File: config.mk
export PLATFORM = sky130hd
export DESIGN_NAME = hazard_ctrl_flat
export DESIGN_NICKNAME = d
export VERILOG_FILES = /design/src/rtl/hazard_ctrl_if.sv /design/src/rtl/hazard_ctrl.sv /design/src/flat_wrapper.sv
export SDC_FILE = /design/constraint.sdc
export NUM_CORES = 1
export LEC_CHECK = 0
export CORE_ASPECT_RATIO = 1.2
export CORE_UTILIZATION = 28
export CTS_BUF_LIST = sky130_fd_sc_hd__clkbuf_2
export DETAILED_ROUTE_END_ITERATION = 10
export PLACE_DENSITY = 0.53
export SETUP_SLACK_MARGIN = 0.02
export SYNTH_ARGS = -nofsm -noshare
export SYNTH_HDL_FRONTEND = slang
export SYNTH_SLANG_ARGS = --single-unit
File: constraint.sdc
create_clock -name iClk -period 2.4 [get_ports iClk]
set_input_delay 0.6 -clock iClk [delete_from_list [all_inputs] [get_ports iClk]]
set_output_delay 0.6 -clock iClk [all_outputs]
set_load 0.005 [all_outputs]
File: src/rtl/hazard_ctrl_if.sv
// Hazard controller signal bundle: ID/EX pipeline fields in, stall/flush/MDU controls out.
// The master modport is the pipeline side, and the slave modport is the hazard controller.
`ifndef RF_REG_W
`define RF_REG_W 5
`endif

interface hazard_ctrl_if #(
    parameter int STAT_W = 16
);
    logic [`RF_REG_W-1:0] iIF_ID_ppRs;
    logic [`RF_REG_W-1:0] iIF_ID_ppRt;
    logic                 iIF_ID_ppUsesRt;
    logic                 iID_EX_ppMemRd;
    logic [`RF_REG_W-1:0] iID_EX_ppRt;
    logic                 iEX_BrTaken;
    logic                 iID_MdStart;
    logic                 iID_MdRead;
    logic                 iStatClr;
    logic                 oPCWrEn;
    logic                 oIF_ID_WrEn;
    logic                 oID_EX_Bubble;
    logic                 oIF_ID_Flush;
    logic                 oID_EX_Flush;
    logic                 oMdGo;
    logic                 oMdBusy;
    logic [STAT_W-1:0]    oStallCnt;

    modport master (
        output iIF_ID_ppRs, iIF_ID_ppRt, iIF_ID_ppUsesRt, iID_EX_ppMemRd, iID_EX_ppRt,
               iEX_BrTaken, iID_MdStart, iID_MdRead, iStatClr,
        input  oPCWrEn, oIF_ID_WrEn, oID_EX_Bubble, oIF_ID_Flush, oID_EX_Flush,
               oMdGo, oMdBusy, oStallCnt
    );

    modport slave (
        input  iIF_ID_ppRs, iIF_ID_ppRt, iIF_ID_ppUsesRt, iID_EX_ppMemRd, iID_EX_ppRt,
               iEX_BrTaken, iID_MdStart, iID_MdRead, iStatClr,
        output oPCWrEn, oIF_ID_WrEn, oID_EX_Bubble, oIF_ID_Flush, oID_EX_Flush,
               oMdGo, oMdBusy, oStallCnt
    );
endinterface

File: src/rtl/hazard_ctrl.sv
// Pipeline hazard/stall controller for the 5-stage MIPS core.
// It resolves load-use hazards with a one-cycle bubble, squashes IF/ID and ID/EX on a taken
// branch, and tracks MDU occupancy so that mult/div and mfhi/mflo stall while the MDU is busy.
// It also keeps a saturating stall-cycle statistic.
`ifndef RF_REG_W
`define RF_REG_W 5
`endif

module hazard_ctrl #(
    parameter int MDU_LAT = 32,
    parameter int STAT_W  = 16
) (
    input  logic           iClk,
    input  logic           iReset_n,
    hazard_ctrl_if.slave   hz
);
    typedef enum logic [0:0] {
        MD_IDLE = 1'b0,
        MD_BUSY = 1'b1
    } mdState_t;

    localparam logic [5:0]        LAT_LOAD = 6'(MDU_LAT);
    localparam logic [STAT_W-1:0] STAT_MAX = {STAT_W{1'b1}};

    mdState_t          mdState;
    mdState_t          mdStateNxt;
    logic [5:0]        mdCnt;
    logic [5:0]        mdCntNxt;
    logic [STAT_W-1:0] stallCnt;
    logic [STAT_W-1:0] stallCntNxt;

    logic ldUse;
    logic mdBusy;
    logic mdHaz;
    logic stall;
    logic pcWrEn;
    logic ifIdWrEn;
    logic idExBubble;
    logic ifIdFlush;
    logic idExFlush;
    logic mdGo;

    // Register $0 is never a real dependency, and rt only matters when ID actually reads it.
    assign ldUse  = hz.iID_EX_ppMemRd && (hz.iID_EX_ppRt != '0) &&
                    ((hz.iID_EX_ppRt == hz.iIF_ID_ppRs) ||
                     (hz.iIF_ID_ppUsesRt && (hz.iID_EX_ppRt == hz.iIF_ID_ppRt)));
    assign mdBusy = (mdState == MD_BUSY);
    assign mdHaz  = mdBusy && (hz.iID_MdStart || hz.iID_MdRead);
    assign stall  = !hz.iEX_BrTaken && (ldUse || mdHaz);

    // Combinational pipeline controls: reset forces a held pipe, and a taken branch outranks any stall.
    always_comb begin
        pcWrEn     = 1'b0;
        ifIdWrEn   = 1'b0;
        idExBubble = 1'b1;
        ifIdFlush  = 1'b0;
        idExFlush  = 1'b0;
        mdGo       = 1'b0;
        if (!iReset_n) begin
            pcWrEn     = 1'b0;
            idExBubble = 1'b1;
        end else if (hz.iEX_BrTaken) begin
            pcWrEn     = 1'b1;
            ifIdWrEn   = 1'b1;
            idExBubble = 1'b0;
            ifIdFlush  = 1'b1;
            idExFlush  = 1'b1;
            mdGo       = 1'b0;
        end else if (stall) begin
            pcWrEn     = 1'b0;
            ifIdWrEn   = 1'b0;
            idExBubble = 1'b1;
            mdGo       = 1'b0;
        end else begin
            pcWrEn     = 1'b1;
            ifIdWrEn   = 1'b1;
            idExBubble = 1'b0;
            mdGo       = hz.iID_MdStart;
        end
    end

    // MDU occupancy next state: load the latency on issue, then count down to idle.
    always_comb begin
        mdStateNxt = mdState;
        mdCntNxt   = mdCnt;
        case (mdState)
            MD_IDLE: begin
                if (mdGo) begin
                    mdStateNxt = MD_BUSY;
                    mdCntNxt   = LAT_LOAD;
                end else begin
                    mdStateNxt = MD_IDLE;
                    mdCntNxt   = mdCnt;
                end
            end
            MD_BUSY: begin
                if (mdCnt <= 6'd1) begin
                    mdStateNxt = MD_IDLE;
                    mdCntNxt   = 6'd0;
                end else begin
                    mdStateNxt = MD_BUSY;
                    mdCntNxt   = mdCnt - 6'd1;
                end
            end
            default: begin
                mdStateNxt = MD_IDLE;
                mdCntNxt   = 6'd0;
            end
        endcase
    end

    // Stall statistic next value: clear wins, otherwise count stall cycles and saturate at all-ones.
    always_comb begin
        stallCntNxt = stallCnt;
        if (hz.iStatClr) begin
            stallCntNxt = '0;
        end else if (stall && (stallCnt != STAT_MAX)) begin
            stallCntNxt = stallCnt + STAT_W'(1);
        end else begin
            stallCntNxt = stallCnt;
        end
    end

    // State registers for the MDU tracker and the statistic.
    always_ff @(posedge iClk or negedge iReset_n) begin
        if (!iReset_n) begin
            mdState  <= MD_IDLE;
            mdCnt    <= 6'd0;
            stallCnt <= '0;
        end else begin
            mdState  <= mdStateNxt;
            mdCnt    <= mdCntNxt;
            stallCnt <= stallCntNxt;
        end
    end

    assign hz.oPCWrEn       = pcWrEn;
    assign hz.oIF_ID_WrEn   = ifIdWrEn;
    assign hz.oID_EX_Bubble = idExBubble;
    assign hz.oIF_ID_Flush  = ifIdFlush;
    assign hz.oID_EX_Flush  = idExFlush;
    assign hz.oMdGo         = mdGo;
    assign hz.oMdBusy       = mdBusy;
    assign hz.oStallCnt     = stallCnt;
endmodule

File: src/flat_wrapper.sv
// flat-port wrapper written by rule: the top's interface ports become plain ports
module hazard_ctrl_flat 
#(
    parameter int MDU_LAT = 32,
    parameter int STAT_W  = 16
)
  (iClk, iReset_n, hz_iIF_ID_ppRs, hz_iIF_ID_ppRt, hz_iIF_ID_ppUsesRt, hz_iID_EX_ppMemRd, hz_iID_EX_ppRt, hz_iEX_BrTaken, hz_iID_MdStart, hz_iID_MdRead, hz_iStatClr, hz_oPCWrEn, hz_oIF_ID_WrEn, hz_oID_EX_Bubble, hz_oIF_ID_Flush, hz_oID_EX_Flush, hz_oMdGo, hz_oMdBusy, hz_oStallCnt);
  hazard_ctrl_if #(.STAT_W(STAT_W)) hz_i ();
  input  logic iClk;
  input  logic iReset_n;
  input wire logic [$bits(hz_i.iIF_ID_ppRs)-1:0] hz_iIF_ID_ppRs;
  input wire logic [$bits(hz_i.iIF_ID_ppRt)-1:0] hz_iIF_ID_ppRt;
  input wire logic [$bits(hz_i.iIF_ID_ppUsesRt)-1:0] hz_iIF_ID_ppUsesRt;
  input wire logic [$bits(hz_i.iID_EX_ppMemRd)-1:0] hz_iID_EX_ppMemRd;
  input wire logic [$bits(hz_i.iID_EX_ppRt)-1:0] hz_iID_EX_ppRt;
  input wire logic [$bits(hz_i.iEX_BrTaken)-1:0] hz_iEX_BrTaken;
  input wire logic [$bits(hz_i.iID_MdStart)-1:0] hz_iID_MdStart;
  input wire logic [$bits(hz_i.iID_MdRead)-1:0] hz_iID_MdRead;
  input wire logic [$bits(hz_i.iStatClr)-1:0] hz_iStatClr;
  output wire logic [$bits(hz_i.oPCWrEn)-1:0] hz_oPCWrEn;
  output wire logic [$bits(hz_i.oIF_ID_WrEn)-1:0] hz_oIF_ID_WrEn;
  output wire logic [$bits(hz_i.oID_EX_Bubble)-1:0] hz_oID_EX_Bubble;
  output wire logic [$bits(hz_i.oIF_ID_Flush)-1:0] hz_oIF_ID_Flush;
  output wire logic [$bits(hz_i.oID_EX_Flush)-1:0] hz_oID_EX_Flush;
  output wire logic [$bits(hz_i.oMdGo)-1:0] hz_oMdGo;
  output wire logic [$bits(hz_i.oMdBusy)-1:0] hz_oMdBusy;
  output wire logic [$bits(hz_i.oStallCnt)-1:0] hz_oStallCnt;
  assign hz_i.iIF_ID_ppRs = hz_iIF_ID_ppRs;
  assign hz_i.iIF_ID_ppRt = hz_iIF_ID_ppRt;
  assign hz_i.iIF_ID_ppUsesRt = hz_iIF_ID_ppUsesRt;
  assign hz_i.iID_EX_ppMemRd = hz_iID_EX_ppMemRd;
  assign hz_i.iID_EX_ppRt = hz_iID_EX_ppRt;
  assign hz_i.iEX_BrTaken = hz_iEX_BrTaken;
  assign hz_i.iID_MdStart = hz_iID_MdStart;
  assign hz_i.iID_MdRead = hz_iID_MdRead;
  assign hz_i.iStatClr = hz_iStatClr;
  assign hz_oPCWrEn = hz_i.oPCWrEn;
  assign hz_oIF_ID_WrEn = hz_i.oIF_ID_WrEn;
  assign hz_oID_EX_Bubble = hz_i.oID_EX_Bubble;
  assign hz_oIF_ID_Flush = hz_i.oIF_ID_Flush;
  assign hz_oID_EX_Flush = hz_i.oID_EX_Flush;
  assign hz_oMdGo = hz_i.oMdGo;
  assign hz_oMdBusy = hz_i.oMdBusy;
  assign hz_oStallCnt = hz_i.oStallCnt;
  hazard_ctrl #(.MDU_LAT(MDU_LAT), .STAT_W(STAT_W)) u_core (.iClk(iClk), .iReset_n(iReset_n), .hz(hz_i));
endmodule
==> metrics.md <==
| Metric | Value |
|---|---|
| Status | `finished, violations left` |
| Failing checks | `setup timing` |
| Netlist cell types | `42` |
| Ys Warns | `0` |
| Synth Register Bits | `23` |
| Vias in the first global route | `1388` |
| Largest family of logic cells by synthesized area | `simple AND/OR/NAND/NOR gates` |
| Largest net degree at the start of global routing | `24` |
| Detailed Place HPWL | `2.89 mm` |
| WP data arrival | `2.02 ns` |
| Fin. max-slew vios | `0` |
| Reg clk slew, reported paths | `0.23 ns` |
| Layout Skew | `0.00665 ns` |
| Placer congestion estimate | `0.748` |
| Clock root buffer master | `clkbuf_2` |
| Cts bufs inserted | `3` |
| Ys flop type | `dfrtp_1` |
| Final Hold Fails | `0` |
| Fin cells | `291` |
| Vias per inst | `4.96` |
| GR Util All Layers | `14.7%` |
| Fmax | `382 MHz` |
| Worst hold path type | `in -> async` |
| Post-synth top area cell | `dfrtp_1` |
| Peak supply drop | `166 uV` |
| Sinks on the clock net | `23` |
| Routed Antenna Nets | `0` |
| CP max FO | `2` |
| I/O pin cnt | `46` |
| Post-Synth XOR/XNOR Area | `7.69%` |
| Initial Util | `29.5%` |
| Setup ws final | `-0.220 ns` |
| Post-synthesis mux area share | `3.72%` |
| RSZ-0062 raised after global routing | `yes` |
| # diodes | `0` |
| Worst skew pair latency | `0.34 ns` |
| Synth top area cells | `dfrtp_1 (39%), xnor2_1 (6.5%), or3_1 (3.8%)` |
| Drc violations | `0` |
| TritonCTS clock tree | `yes` |
| Initial antenna violation count | `0` |
| Routed len/inst | `13.4 microns` |
| Worst R2R Setup Slack | `0.36 ns` |
| Gr ovfl total | `0` |
| Vias | `1442` |
| Synth Area in Adders | `2.54%` |
| Die area | `5580 sq um` |
| Drt total wl | `3.89 mm` |
| DIE WIDTH | `68.4 microns` |
| CP endpoint | `hz_oMdGo` |
| Synth Area in Simple Gates | `25.3%` |
| Util after Layout | `44.6%` |
| CP Launch Point | `hz_iID_EX_ppRt[3]` |
| Worst Max-Slew Pin Slew | `0.618 ns` |
| Placed Cells | `281` |
| Post-synthesis sequential area ratio | `38.9%` |
| Critical Path Source Type | `primary input` |
| Final Critical Period | `2.62 ns` |
| Reg-to-Reg Start | `u_core.hz.oStallCnt[7]` |
| Syn avg cell area | `9.19 sq um` |
| Leakage | `0.926 nW` |
| NumNets Final | `258` |
| CP endpoint kind | `output port` |
| Area growth syn-to-layout | `50.9%` |
| Cells after synthesis | `161` |
| Initial DRC Count | `66` |
| Reg2Reg Depth | `7` |
| Post-synthesis compound-gate area fraction | `17.0%` |
| First-pass GRT wire length | `6.20 mm` |
| CTS max path bufs | `2` |
| Worst EP required | `1.80 ns` |
| FP Rows | `28` |
| Area share of the largest cell type after synthesis | `38.9%` |
| Port bufs | `45` |
| Critical R2R Capture | `u_core.hz.oStallCnt[5]` |
| Crit path kind | `in -> out` |
| Core area | `5010 sq um` |
| H-tree depth | `1` |
| Async SR Flop Fraction | `100%` |
| Hold buffer count at cts | `0` |
| Power Density | `326 nW/um^2` |
| Die Height | `81.6 microns` |
| Layout cells sized above 1 | `23.8%` |
| Final setup fails | `4` |
| Drt pass-1 iters | `4` |
| Syn Nets | `187` |
| Fin crit share | `109%` |
| Number of synthesized flops with an enable pin | `0` |
| Post-Syn Area | `1480 sq um` |
| Slew headroom | `58.5%` |
| Setup WS pre-CTS | `-0.860 ns` |
| MaxCap Viol Count | `0` |
==> cell type report <==
class | count | area [sq um]
multi-input cells | 124 | 882
clock buffers | 4 | 20.0
fillers | 492 | 2780
repair buffers | 73 | 654
inverters | 7 | 26.3
flip-flops and latches | 23 | 576
well taps | 60 | 75.1
==> worst max-delay path: stages <==
cell and delay, ns:
buf_6 0.09, or4_4 0.53, o21a_1 0.22, buf_4 0.14, a21oi_2 0.16, nor2b_4 0.17
buf_2 0.11
==> placed cells by master, fill, tap and decap left out, drive strengths merged, types with 2 or more instances in the layout <==
cell type	Yosys	layout
dlymetal6s2s	0	2
buf	5	36
mux2	4	4
nor3	2	2
and4	3	3
o21ai	11	11
or3	9	9
dlygate4sd2	0	3
nand3	8	8
dfrtp	23	23
nor2b	5	5
nand2	9	9
o31ai	5	5
nor2	12	12
xor2	2	2
inv	7	7
nand2b	2	2
or4	4	4
ha	3	3
and3	2	2
xnor2	11	11
o2bb2ai	2	2
clkbuf	2	4
o21a	2	2
clkdlybuf4s50	0	32
a21oi	11	11
nand4	3	3
nor4	3	3
==> power by group <==
part | internal, W | switching [W] | total (W) | leakage [nW]
Sequential | 0.000391 | 0.00000446 | 0.000396 | 0.305
Combinational | 0.0000970 | 0.0000680 | 0.000165 | 0.604
Clock | 0.0000440 | 0.000122 | 0.000166 | 0.0166
==> registers in the layout (all words and copies together) (netlist names) <==
signal and flops:
u_core.hz.oStallCnt 16, u_core.mdCnt 6, u_core.hz.oMdBusy 1
==> worst min path at each step <==
stage / startpoint / endpoint / slack, ns / cells past startpoint
CTS: iReset_n / u_core.mdCnt[5] / 0.52 / 3
detailed placement: u_core.mdCnt[4] / u_core.mdCnt[4] / 0.52 / 1
floorplan: iReset_n / u_core.hz.oMdBusy / 0.30 / 0
finish: iReset_n / u_core.mdCnt[5] / 0.52 / 3
global placement: u_core.mdCnt[4] / u_core.mdCnt[4] / 0.51 / 1
global route: iReset_n / u_core.mdCnt[1] / 0.51 / 3
==> stage by stage <==
| stage | hold WS [ns] | cell area [sq um] | TNS [ns] | total power (W) |
|---|---|---|---|---|
| after floorplan | 0.304 | 1480 | -0.0408 | 0.000460 |
| after global placement | 0.508 | 2140 | -8.05 | 0.000561 |
| after detailed placement | 0.520 | 2140 | -8.40 | 0.000560 |
| after CTS | 0.519 | 2190 | -0.936 | 0.000735 |
| after global routing | 0.514 | 2230 | -1.05 | 0.000766 |
| final | 0.517 | 2230 | -0.802 | 0.000727 |
==> synthesized netlist by cell type (all sizes together) (3+ instances only) <==
cell type,instances
o21ai,11
nor4,3
inv,7
nand3,8
o31ai,5
dfrtp,23
mux2,4
or4,4
ha,3
and4,3
nand2,9
nor2b,5
buf,5
or3,9
xnor2,11
nor2,12
nand4,3
a21oi,11
==> per-layer routing <==
metal  vias to the layer above  GRT usage (%)  share of wire (%)
li1                        722              -                  -
met4                         0           3.96               0.80
met3                         5           2.50                4.1
met2                        31           25.0                 49
met5                         -              0                  0
met1                       684           18.9                 46
==> timing repair <==
item                                    in CTS  in global routing
buffers inserted                             5                  1
pin swaps                                    6                  8
endpoints found under the setup margin      10                  8
resized for setup                           43                  7
==> cell families (layout without fill, tap and decap cells) <==
logic type / Yosys count / in the layout
and+or+nand+nor: 65 / 65
AOI/OAI and AO/OA: 38 / 38
DFF: 23 / 23
buffers and inverters: 14 / 84
xor gates and xnor gates: 13 / 13
muxes: 5 / 5
adders and majority gates: 3 / 3
Note: power is estimated with default switching activity, not from simulation.
